[config.mk]
export PLATFORM = sky130hd
export DESIGN_NAME = imm_decode_stage_flat
export DESIGN_NICKNAME = d
export VERILOG_FILES = /design/src/rtl/imm_decode_if.sv /design/src/rtl/imm_decode_stage.sv /design/src/flat_wrapper.sv
export SDC_FILE = /design/constraint.sdc
export NUM_CORES = 1
export LEC_CHECK = 0
export BUFFER_PORTS_ARGS = -buffer_cell sky130_fd_sc_hd__buf_4
export CORE_MARGIN = 10
export CORE_UTILIZATION = 40
export CTS_BUF_LIST = sky130_fd_sc_hd__clkbuf_8 sky130_fd_sc_hd__clkbuf_16
export DETAILED_ROUTE_END_ITERATION = 10
export SKIP_CTS_REPAIR_TIMING = 1
export SLEW_MARGIN = 10
export SYNTH_ARGS = -nofsm -noshare
export SYNTH_HDL_FRONTEND = slang
export SYNTH_SLANG_ARGS = --single-unit
[constraint.sdc]
create_clock -name clk -period 8.65 [get_ports clk]
set_clock_uncertainty 0.15 [all_clocks]
set_input_delay 0.865 -clock clk [delete_from_list [all_inputs] [get_ports clk]]
set_output_delay 0.865 -clock clk [all_outputs]
set_load 0.1 [all_outputs]
[src/rtl/imm_decode_if.sv]
// imm_decode_if: upstream/downstream handshake bundle for imm_decode_stage.
interface imm_decode_if #(parameter int PC_WIDTH = 32);
  localparam int IMM_TYPE_WIDTH = 3;
  logic flush;
  logic in_valid;
  logic in_ready;
  logic [31:0] in_instr;
  logic [PC_WIDTH-1:0] in_pc;
  logic out_valid;
  logic out_ready;
  logic [31:0] out_instr;
  logic [PC_WIDTH-1:0] out_pc;
  logic [31:0] out_imm;
  logic [IMM_TYPE_WIDTH-1:0] out_imm_sel;
  logic [PC_WIDTH-1:0] out_target;
  modport master (
    output flush, in_valid, in_instr, in_pc, out_ready,
    input in_ready, out_valid, out_instr, out_pc, out_imm, out_imm_sel, out_target
  );
  modport slave (
    input flush, in_valid, in_instr, in_pc, out_ready,
    output in_ready, out_valid, out_instr, out_pc, out_imm, out_imm_sel, out_target
  );
endinterface

[src/rtl/imm_decode_stage.sv]
// imm_decode_stage: RV32I immediate decode into a two-entry skid buffer; IMM_DECODE_TARGET_EN adds a per-entry pc+imm target.
module imm_decode_stage #(
  parameter int PC_WIDTH = 32
) (
  input logic clk,
  input logic rst,
  imm_decode_if.slave bus
);
  localparam logic [2:0] IMM_I = 3'd1;
  localparam logic [2:0] IMM_S = 3'd2;
  localparam logic [2:0] IMM_B = 3'd3;
  localparam logic [2:0] IMM_U = 3'd4;
  localparam logic [2:0] IMM_J = 3'd5;
  typedef struct packed {
    logic [31:0] instr;
    logic [PC_WIDTH-1:0] pc;
    logic [31:0] imm;
    logic [2:0] sel;
    logic [PC_WIDTH-1:0] target;
  } entry_t;
  logic [31:0] i;
  logic [6:0] op;
  logic [2:0] sel;
  logic [31:0] imm;
  logic [PC_WIDTH-1:0] tgt;
  entry_t nw, m, k, m_n, k_n;
  logic m_v, k_v, m_v_n, k_v_n, acc, rel;
  assign i = bus.in_instr;
  assign op = i[6:0];
  assign sel = (op == 7'b0000011 || op == 7'b0010011 || op == 7'b1100111 || op == 7'b1110011) ? IMM_I :
               op == 7'b0100011 ? IMM_S :
               op == 7'b1100011 ? IMM_B :
               (op == 7'b0110111 || op == 7'b0010111) ? IMM_U :
               op == 7'b1101111 ? IMM_J : 3'd0;
  assign imm = sel == IMM_I ? {{20{i[31]}}, i[31:20]} :
               sel == IMM_S ? {{20{i[31]}}, i[31:25], i[11:7]} :
               sel == IMM_B ? {{19{i[31]}}, i[31], i[7], i[30:25], i[11:8], 1'b0} :
               sel == IMM_U ? {i[31:12], 12'b0} :
               sel == IMM_J ? {{11{i[31]}}, i[31], i[19:12], i[20], i[30:21], 1'b0} : 32'd0;
`ifdef IMM_DECODE_TARGET_EN
  assign tgt = bus.in_pc + PC_WIDTH'(signed'(imm));
`else
  assign tgt = '0;
`endif
  assign nw = '{instr: i, pc: bus.in_pc, imm: imm, sel: sel, target: tgt};
  assign acc = bus.in_valid && bus.in_ready;
  assign rel = m_v && bus.out_ready;
  // in_ready can only be high with K empty, so K never refills in the cycle it drains
  always_comb begin
    m_n = m;
    k_n = k;
    m_v_n = m_v;
    k_v_n = k_v;
    if (rel && k_v) begin
      m_n = k;
      k_v_n = 1'b0;
    end else if (acc && (!m_v || rel)) begin
      m_n = nw;
      m_v_n = 1'b1;
    end else if (acc) begin
      k_n = nw;
      k_v_n = 1'b1;
    end else if (rel) m_v_n = 1'b0;
  end
  always_ff @(posedge clk or posedge rst) begin
    if (rst) begin
      m <= '0;
      k <= '0;
      m_v <= 1'b0;
      k_v <= 1'b0;
    end else if (bus.flush) begin
      m_v <= 1'b0;
      k_v <= 1'b0;
    end else begin
      m <= m_n;
      k <= k_n;
      m_v <= m_v_n;
      k_v <= k_v_n;
    end
  end
  assign bus.in_ready = !k_v;
  assign bus.out_valid = m_v;
  assign bus.out_instr = m.instr;
  assign bus.out_pc = m.pc;
  assign bus.out_imm = m.imm;
  assign bus.out_imm_sel = m.sel;
  assign bus.out_target = m.target;
endmodule

[src/flat_wrapper.sv]
// flat-port wrapper written by rule: the top's interface ports become plain ports
module imm_decode_stage_flat 
#(
  parameter int PC_WIDTH = 32
)
  (clk, rst, bus_flush, bus_in_valid, bus_in_instr, bus_in_pc, bus_out_ready, bus_in_ready, bus_out_valid, bus_out_instr, bus_out_pc, bus_out_imm, bus_out_imm_sel, bus_out_target);
  imm_decode_if #(.PC_WIDTH(PC_WIDTH)) bus_i ();
  input logic clk;
  input logic rst;
  input wire logic [$bits(bus_i.flush)-1:0] bus_flush;
  input wire logic [$bits(bus_i.in_valid)-1:0] bus_in_valid;
  input wire logic [$bits(bus_i.in_instr)-1:0] bus_in_instr;
  input wire logic [$bits(bus_i.in_pc)-1:0] bus_in_pc;
  input wire logic [$bits(bus_i.out_ready)-1:0] bus_out_ready;
  output wire logic [$bits(bus_i.in_ready)-1:0] bus_in_ready;
  output wire logic [$bits(bus_i.out_valid)-1:0] bus_out_valid;
  output wire logic [$bits(bus_i.out_instr)-1:0] bus_out_instr;
  output wire logic [$bits(bus_i.out_pc)-1:0] bus_out_pc;
  output wire logic [$bits(bus_i.out_imm)-1:0] bus_out_imm;
  output wire logic [$bits(bus_i.out_imm_sel)-1:0] bus_out_imm_sel;
  output wire logic [$bits(bus_i.out_target)-1:0] bus_out_target;
  assign bus_i.flush = bus_flush;
  assign bus_i.in_valid = bus_in_valid;
  assign bus_i.in_instr = bus_in_instr;
  assign bus_i.in_pc = bus_in_pc;
  assign bus_i.out_ready = bus_out_ready;
  assign bus_in_ready = bus_i.in_ready;
  assign bus_out_valid = bus_i.out_valid;
  assign bus_out_instr = bus_i.out_instr;
  assign bus_out_pc = bus_i.out_pc;
  assign bus_out_imm = bus_i.out_imm;
  assign bus_out_imm_sel = bus_i.out_imm_sel;
  assign bus_out_target = bus_i.out_target;
  imm_decode_stage #(.PC_WIDTH(PC_WIDTH)) u_core (.clk(clk), .rst(rst), .bus(bus_i));
endmodule
==> impl_metrics.xml, run 1 <==
<?xml version="1.0" encoding="UTF-8"?>
<metrics>
  <group name="timing">
    <metric name="final.setup.tns" unit="ns">0</metric>
    <metric name="final_hold_viol_count" unit="">0</metric>
    <metric name="period_share" unit="%">33.6</metric>
    <metric name="finalSetupViolations" unit="">0</metric>
    <metric name="grt_setup_unrepaired" unit="">no</metric>
    <metric name="slew_violations" unit="">0</metric>
    <metric name="timing.max_slew.rel_slack" unit="%">29.2</metric>
    <metric name="timing_worst_slew_pin_value" unit="ns">1.06</metric>
    <metric name="tmin_final" unit="ns">2.91</metric>
    <metric name="fmax" unit="MHz">344</metric>
    <metric name="fin_hold_ws" unit="ns">0.326</metric>
  </group>
  <group name="drt">
    <metric name="m1WireLength" unit="mm">11.5</metric>
    <metric name="route.top_layer_used" unit="">met5</metric>
    <metric name="drtAntennaViolNets" unit="">0</metric>
    <metric name="drt-total-wl" unit="mm">24.4</metric>
    <metric name="route.met3.wl" unit="mm">1.97</metric>
    <metric name="via_count" unit="">7194</metric>
    <metric name="first_iter_violations" unit="">495</metric>
    <metric name="avgRoutedWirePerCell" unit="um">17.1</metric>
    <metric name="drcViolationCount" unit="">0</metric>
    <metric name="vias_per_cell" unit="">5.05</metric>
    <metric name="met2_wirelength" unit="mm">10.7</metric>
    <metric name="number_of_detailed_routing_iterations_run_before_antenna_repair" unit="">5</metric>
  </group>
  <group name="layout">
    <metric name="highest_count_cells_in_the_layout_ignoring_fill_and_taps" unit="">sky130_fd_sc_hd__nand2_1, sky130_fd_sc_hd__dfrtp_1, sky130_fd_sc_hd__buf_4</metric>
    <metric name="fill_cells" unit="">2111</metric>
    <metric name="nets" unit="">1201</metric>
    <metric name="antennaDiodeCount" unit="">0</metric>
    <metric name="final_cell_count_no_fill" unit="">1425</metric>
    <metric name="final-seq-area" unit="um^2">5000</metric>
    <metric name="area_growth" unit="%">22.0</metric>
    <metric name="mostFrequentLayoutCell" unit="">sky130_fd_sc_hd__nand2_1</metric>
    <metric name="fin_util" unit="%">49.4</metric>
    <metric name="multi_input_gate_area" unit="um^2">3410</metric>
    <metric name="drive_above_1_share" unit="%">19.3</metric>
  </group>
  <group name="floorplanning">
    <metric name="number_of_primary_i_o_pins" unit="">202</metric>
    <metric name="chipWidth" unit="um">168</metric>
    <metric name="chipHeight" unit="um">168</metric>
    <metric name="start_util" unit="%">40.5</metric>
    <metric name="die-area" unit="um^2">28300</metric>
    <metric name="design.core.area" unit="um^2">21800</metric>
    <metric name="std_cell_rows" unit="">54</metric>
  </group>
  <group name="clocking">
    <metric name="number_of_buffers_added_by_the_clock_tree_synthesis_step" unit="">17</metric>
    <metric name="path_clk_slew" unit="ns">0.08</metric>
    <metric name="htreeDepth" unit="">4</metric>
    <metric name="clk_latency" unit="ns">0.43</metric>
    <metric name="clock-root-buffer" unit="">sky130_fd_sc_hd__clkbuf_16</metric>
    <metric name="tritoncts" unit="">done</metric>
    <metric name="clock_path_buffers" unit="">2</metric>
    <metric name="clock-sinks" unit="">200</metric>
  </group>
  <group name="place">
    <metric name="gp_congestion" unit="">0.761</metric>
    <metric name="port_buffers" unit="">169</metric>
    <metric name="count_of_placed_standard_cells_including_taps" unit="">1393</metric>
    <metric name="hpwl" unit="mm">15.5</metric>
  </group>
  <group name="min_path">
    <metric name="hold_class" unit="">reg2reg</metric>
    <metric name="whs_path_depth" unit="">2</metric>
  </group>
  <group name="synth">
    <metric name="ys_async_rst_share" unit="%">100</metric>
    <metric name="yosys_warnings" unit="">0</metric>
    <metric name="top_area_cells_in_the_synthesized_netlist" unit="">sky130_fd_sc_hd__dfrtp_1, sky130_fd_sc_hd__nand2_1, sky130_fd_sc_hd__a31oi_1</metric>
    <metric name="synth_flop_cell" unit="">sky130_fd_sc_hd__dfrtp_1</metric>
    <metric name="synth_top_area_share" unit="%">56.9</metric>
    <metric name="synth_cell_types" unit="">46</metric>
    <metric name="post_synth.cell_area_avg" unit="um^2">8.77</metric>
    <metric name="syn-instance-count" unit="">1004</metric>
    <metric name="syn-cell-area" unit="um^2">8800</metric>
    <metric name="postSynthRegisterBits" unit="">200</metric>
    <metric name="synth_seq_area_share" unit="%">56.9</metric>
    <metric name="number_of_synthesized_flops_with_an_enable_pin" unit="">0</metric>
    <metric name="synth_largest_area_cell" unit="">sky130_fd_sc_hd__dfrtp_1</metric>
  </group>
  <group name="critical_path">
    <metric name="critPathRequiredTime" unit="ns">8.85</metric>
    <metric name="critical_path.cell_chain" unit="">nor2b_2 -&gt; a211oi_4 -&gt; buf_4 -&gt; buf_4 -&gt; and3_1 -&gt; a21oi_1 -&gt; o21ai_0</metric>
    <metric name="critical_path.max_fanout" unit="">80</metric>
    <metric name="critPathLaunchType" unit="">register</metric>
    <metric name="cp_slowest_stage_delay" unit="ns">0.74</metric>
    <metric name="critPathSlowestCell" unit="">sky130_fd_sc_hd__buf_4</metric>
    <metric name="worstSetupEndpointType" unit="">register</metric>
    <metric name="crit_top_cell" unit="">sky130_fd_sc_hd__buf_4</metric>
    <metric name="setup.worst_path.class" unit="">reg2reg</metric>
    <metric name="cp_data_arrival_time" unit="ns">3.11</metric>
    <metric name="r2r_cells" unit="">7</metric>
  </group>
  <group name="grt">
    <metric name="grt_max_degree" unit="">135</metric>
    <metric name="number_of_global_route_vias_before_repair" unit="">7033</metric>
    <metric name="grt_antenna_before_repair" unit="">1</metric>
    <metric name="global_route_wire_length_before_repair" unit="mm">39.2</metric>
    <metric name="groute.usage.overall" unit="%">17.0</metric>
    <metric name="grt_remaining_overflow" unit="">0</metric>
  </group>
  <group name="pwr">
    <metric name="power.density_cell_area" unit="nW/um^2">298</metric>
    <metric name="power.static_leakage" unit="nW">5.13</metric>
    <metric name="peakVddDrop" unit="V">0.000139</metric>
  </group>
  <group name="run_status">
    <metric name="run_status" unit="">completed</metric>
  </group>
  <group name="flow_run">
    <metric name="max_cap_violations" unit="">0</metric>
  </group>
</metrics>
cell type report:
class                           instances  area share, %
Sequential cell                       200           46.6
Multi-Input combinational cell        733           31.7
Inverter                                4          0.210
Tap cell                              280           3.26
Timing Repair Buffer                  176           12.3
Clock inverter                         13           1.72
Clock buffer                           19           4.22
path summary, 6_finish.rpt:
| check | startpoint | to | slack, ns |
|---|---|---|---|
| max | u_core.bus.out_valid | u_core.bus.out_imm[31] | 5.74 |
| max reg2reg | u_core.bus.out_valid | u_core.bus.out_imm[31] | 5.74 |
| max in group asynchronous | rst | u_core.bus.out_pc[14] | 6.50 |
| min in group asynchronous | rst | u_core.bus.out_instr[16] | 0.43 |
| min | u_core.k[109] | u_core.k[109] | 0.33 |
| min reg2reg | u_core.k[109] | u_core.k[109] | 0.33 |
routing by layer:
metal | up-vias | track usage [%]
met5 | - | 0
met4 | 2 | 4.24
met3 | 15 | 6.03
met2 | 196 | 24.9
met1 | 3451 | 23.4
li1 | 3530 | -
cells in the mapped netlist (2+ instances only):
cell,instances
sky130_fd_sc_hd__and2_1,5
sky130_fd_sc_hd__a31oi_1,69
sky130_fd_sc_hd__buf_2,26
sky130_fd_sc_hd__a21oi_2,2
sky130_fd_sc_hd__nand3_1,9
sky130_fd_sc_hd__a41oi_1,2
sky130_fd_sc_hd__nor2_1,109
sky130_fd_sc_hd__a22oi_1,5
sky130_fd_sc_hd__a21o_1,2
sky130_fd_sc_hd__nand2_1,352
sky130_fd_sc_hd__buf_4,32
sky130_fd_sc_hd__a22o_1,6
sky130_fd_sc_hd__a221oi_1,13
sky130_fd_sc_hd__and3_1,5
sky130_fd_sc_hd__inv_1,4
sky130_fd_sc_hd__a21oi_1,42
sky130_fd_sc_hd__mux2i_1,2
sky130_fd_sc_hd__nand4b_1,2
sky130_fd_sc_hd__dfrtp_1,200
sky130_fd_sc_hd__nand3b_1,2
sky130_fd_sc_hd__clkbuf_1,38
sky130_fd_sc_hd__o21ai_0,38
sky130_fd_sc_hd__or3_1,15
sky130_fd_sc_hd__nor2b_1,2
stage by stage:
step	instance area, um^2	total power, mW	setup WS, ns
after floorplan	8920	2.12	2.18
after global placement	10100	2.36	5.31
after detailed placement	10100	2.37	5.31
after CTS	10700	3.24	5.67
after global routing	10700	3.35	5.47
final	10700	3.21	5.74
cells by family (layout without fill, tap and decap cells):
logic type / count (synthesis) / after routing / synth area share (%)
multiplexers: 2 / 2 / 0.227
buffers and inverters: 102 / 212 / 6.10
other: 1 / 32 / 0.0426
AND/OR/NAND/NOR: 508 / 508 / 23.2
flip-flops: 200 / 200 / 56.9
AO/OA/AOI/OAI: 190 / 190 / 13.5
XOR/XNOR: 1 / 1 / 0.0995
state kept, by name, summed over array words and instances, names as in the netlist:
signal / cells
u_core.bus.out_valid: 1
u_core.k_v: 1
u_core.bus.out_pc: 32
u_core.bus.out_instr: 32
u_core.bus.out_imm_sel: 3
u_core.k: 99
u_core.bus.out_imm: 32
report_power, final:
part	leakage [nW]	total [mW]	internal, mW	switching [mW]
Sequential	2.43	1.22	1.12	0.101
Clock	0.306	0.862	0.481	0.382
Combinational	2.40	1.12	0.226	0.897
Total	5.13	3.21	1.83	1.38
worst max-delay path: cells and delay by family, from the launching register on:
kind                   cells  cell delay, ns
AOI/OAI and AO/OA          3            0.34
buffers and inverters      2            1.33
DFF                        1            0.47
and+or+nand+nor            2            0.50
(Power assumes the default switching activity.)
==> run 2: changes to the inputs <==
==> constraint.sdc (replaced) <==
create_clock -name clk -period 2.8 [get_ports clk]
set_clock_uncertainty 0.15 [all_clocks]
set_input_delay 0.28 -clock clk [delete_from_list [all_inputs] [get_ports clk]]
set_output_delay 0.28 -clock clk [all_outputs]
set_load 0.1 [all_outputs]
==> run 2 against run 1 <==
Compared with the run above: sequential power increased to 3.1 times the previous value; highest routed layer is now met4; largest power group unchanged; worst hold slack got worse by 0.32 ns; clock-buffer cell count decreased by 1; critical path type unchanged; via count increased by 3.2%; clock power increased to 2.9 times the previous value; sequential share of layout area decreased by 3.1 points; register-to-register slack got worse by 5.1 ns.
==> impl_metrics.xml, run 2 (synthesis results as in run 1) <==
<?xml version="1.0" encoding="UTF-8"?>
<metrics>
  <group name="place">
    <metric name="count_of_placed_standard_cells_including_taps" unit="">1407</metric>
    <metric name="hpwl" unit="mm">16.8</metric>
    <metric name="port_buffers" unit="">169</metric>
    <metric name="post_dp_cell_area" unit="um^2">10300</metric>
    <metric name="gp_congestion" unit="">0.772</metric>
  </group>
  <group name="clocking">
    <metric name="clock-root-buffer" unit="">sky130_fd_sc_hd__clkbuf_16</metric>
    <metric name="path_clk_slew" unit="ns">0.07</metric>
    <metric name="clock-sinks" unit="">200</metric>
    <metric name="tritoncts" unit="">done</metric>
    <metric name="clock_path_buffers" unit="">2</metric>
    <metric name="clk_latency" unit="ns">0.42</metric>
    <metric name="htreeDepth" unit="">4</metric>
    <metric name="number_of_buffers_added_by_the_clock_tree_synthesis_step" unit="">17</metric>
  </group>
  <group name="drt">
    <metric name="avgRoutedWirePerCell" unit="um">16.7</metric>
    <metric name="drcViolationCount" unit="">0</metric>
    <metric name="vias_per_cell" unit="">4.94</metric>
    <metric name="drtAntennaViolNets" unit="">0</metric>
    <metric name="via_count" unit="">7426</metric>
    <metric name="drt-total-wl" unit="mm">25.2</metric>
    <metric name="number_of_detailed_routing_iterations_run_before_antenna_repair" unit="">5</metric>
    <metric name="first_iter_violations" unit="">451</metric>
  </group>
  <group name="layout">
    <metric name="final-seq-area" unit="um^2">5000</metric>
    <metric name="drive_above_1_share" unit="%">19.1</metric>
    <metric name="highest_count_cells_in_the_layout_ignoring_fill_and_taps" unit="">sky130_fd_sc_hd__nand2_1, sky130_fd_sc_hd__dfrtp_1, sky130_fd_sc_hd__buf_4</metric>
    <metric name="finalInstanceArea" unit="um^2">11500</metric>
    <metric name="multi_input_gate_area" unit="um^2">3410</metric>
    <metric name="nets" unit="">1279</metric>
    <metric name="top_register" unit="">u_core.k</metric>
    <metric name="final_cell_count_no_fill" unit="">1504</metric>
    <metric name="mostFrequentLayoutCell" unit="">sky130_fd_sc_hd__nand2_1</metric>
    <metric name="fin_util" unit="%">52.9</metric>
    <metric name="fill_cells" unit="">2006</metric>
    <metric name="area_growth" unit="%">30.8</metric>
    <metric name="max_reg_flops" unit="">99</metric>
  </group>
  <group name="critical_path">
    <metric name="reg_to_reg_startpoint" unit="">u_core.bus.out_valid</metric>
    <metric name="setup.worst_path.class" unit="">reg2reg</metric>
    <metric name="cp_data_arrival_time" unit="ns">2.31</metric>
    <metric name="cp_slowest_stage_delay" unit="ns">0.48</metric>
    <metric name="worstSetupEndpointType" unit="">register</metric>
    <metric name="r2r_cells" unit="">5</metric>
    <metric name="critical_path.cell_chain" unit="">nor2b_2 -&gt; a211oi_4 -&gt; nand2_1 -&gt; nor2_1 -&gt; a21oi_1</metric>
    <metric name="r2r_slack" unit="ns">0.61</metric>
    <metric name="r2r-end" unit="">u_core.bus.out_imm[29]</metric>
    <metric name="crit_end" unit="">u_core.bus.out_imm[29]</metric>
    <metric name="cp.buffers_inverters" unit="">0</metric>
    <metric name="crit_family" unit="">simple AND/OR/NAND/NOR gates</metric>
    <metric name="critical_path.max_fanout" unit="">8</metric>
    <metric name="critPathRequiredTime" unit="ns">2.93</metric>
    <metric name="critPathSlowestCell" unit="">sky130_fd_sc_hd__dfrtp_1</metric>
    <metric name="crit_start" unit="">u_core.bus.out_valid</metric>
    <metric name="critical_path_depth" unit="">5</metric>
    <metric name="critPathLaunchType" unit="">register</metric>
  </group>
  <group name="floorplanning">
    <metric name="die-area" unit="um^2">28300</metric>
    <metric name="std_cell_rows" unit="">54</metric>
    <metric name="design.core.area" unit="um^2">21800</metric>
    <metric name="start_util" unit="%">40.5</metric>
    <metric name="chipHeight" unit="um">168</metric>
    <metric name="number_of_primary_i_o_pins" unit="">202</metric>
    <metric name="chipWidth" unit="um">168</metric>
  </group>
  <group name="pwr">
    <metric name="power.net_switching" unit="mW">4.25</metric>
    <metric name="power.static_leakage" unit="nW">5.47</metric>
    <metric name="p_comb_share" unit="%">36.3</metric>
    <metric name="switching_share" unit="%">43.2</metric>
    <metric name="peakVddDrop" unit="V">0.000458</metric>
    <metric name="clk_network_pwr_share" unit="%">25.3</metric>
    <metric name="power.density_cell_area" unit="nW/um^2">855</metric>
    <metric name="fin_total_pwr" unit="mW">9.84</metric>
    <metric name="p_int" unit="mW">5.59</metric>
    <metric name="seq_power_share" unit="%">38.4</metric>
  </group>
  <group name="timing">
    <metric name="timing_worst_slew_pin_value" unit="ns">0.511</metric>
    <metric name="grt_setup_unrepaired" unit="">no</metric>
    <metric name="period_share" unit="%">78.1</metric>
    <metric name="fin_hold_ws" unit="ns">0.0105</metric>
    <metric name="final_hold_viol_count" unit="">0</metric>
    <metric name="fmax" unit="MHz">457</metric>
    <metric name="finalSetupViolations" unit="">0</metric>
    <metric name="tmin_final" unit="ns">2.19</metric>
    <metric name="timing.max_slew.rel_slack" unit="%">65.9</metric>
    <metric name="slew_violations" unit="">0</metric>
  </group>
  <group name="run_status">
    <metric name="run_status" unit="">completed</metric>
  </group>
  <group name="flow_run">
    <metric name="max_cap_violations" unit="">0</metric>
  </group>
  <group name="grt">
    <metric name="number_of_global_route_vias_before_repair" unit="">7247</metric>
    <metric name="grt_remaining_overflow" unit="">0</metric>
    <metric name="groute.usage.overall" unit="%">17.3</metric>
    <metric name="grt_max_degree" unit="">86</metric>
    <metric name="grt_antenna_before_repair" unit="">1</metric>
    <metric name="global_route_wire_length_before_repair" unit="mm">40.2</metric>
  </group>
  <group name="min_path">
    <metric name="hold_class" unit="">in2reg</metric>
  </group>
</metrics>
## run 2: worst min path at each step
stage                         start                        to  slack (ns)  depth (start not counted)
detailed placement              rst  u_core.bus.out_instr[16]        0.07                          2
CTS                             rst  u_core.bus.out_instr[16]       -0.39                          2
global placement                rst  u_core.bus.out_instr[16]        0.07                          2
finish              bus_in_instr[2]             u_core.k[101]        0.01                          3
floorplan                 bus_flush      u_core.bus.out_valid        0.19                          1
global route        bus_in_instr[5]             u_core.k[104]      0.0007                          3
## run 2: per-layer routing
layer / wire [um] / track usage (%)
met4: 148 / 3.29
met3: 1870 / 6.80
met2: 11300 / 25.8
met1: 11800 / 23.5
met5: 0 / 0
## run 2: worst register-to-register path, stage by stage, from the launching register on
cell,delay [ns]
sky130_fd_sc_hd__dfrtp_1,0.48
sky130_fd_sc_hd__nor2b_2,0.24
sky130_fd_sc_hd__a211oi_4,0.34
sky130_fd_sc_hd__nand2_1,0.27
sky130_fd_sc_hd__nor2_1,0.44
sky130_fd_sc_hd__a21oi_1,0.13
## run 2: final cells by class
class                   count  share of cell area, %
clock buffers              18                   3.81
clock inverters            14                   1.30
diodes                      1                 0.0217
multi-input cells         733                   29.6
repair buffers            254                   18.6
inverters                   4                  0.163
flip-flops and latches    200                   43.5
well taps                 280                   3.04
## run 2: power by group through the flow
| stage | clock (mW) | combinational, mW | sequential (mW) |
|---|---|---|---|
| after floorplan | 0 | 0.889 | 5.65 |
| after global placement | 0 | 3.50 | 3.81 |
| after detailed placement | 0 | 3.52 | 3.83 |
| after CTS | 2.57 | 3.53 | 3.77 |
| after global routing | 2.68 | 3.78 | 3.85 |
| final | 2.49 | 3.57 | 3.77 |
## run 2: metrics by stage
| stage | setup WS, ns | TNS [ns] |
|---|---|---|
| final | 0.614 | 0 |
| after global routing | 0.456 | 0 |
| after CTS | 0.613 | 0 |
| after detailed placement | 0.614 | 0 |
| after global placement | 0.693 | 0 |
| after floorplan | -0.218 | -43.67 |
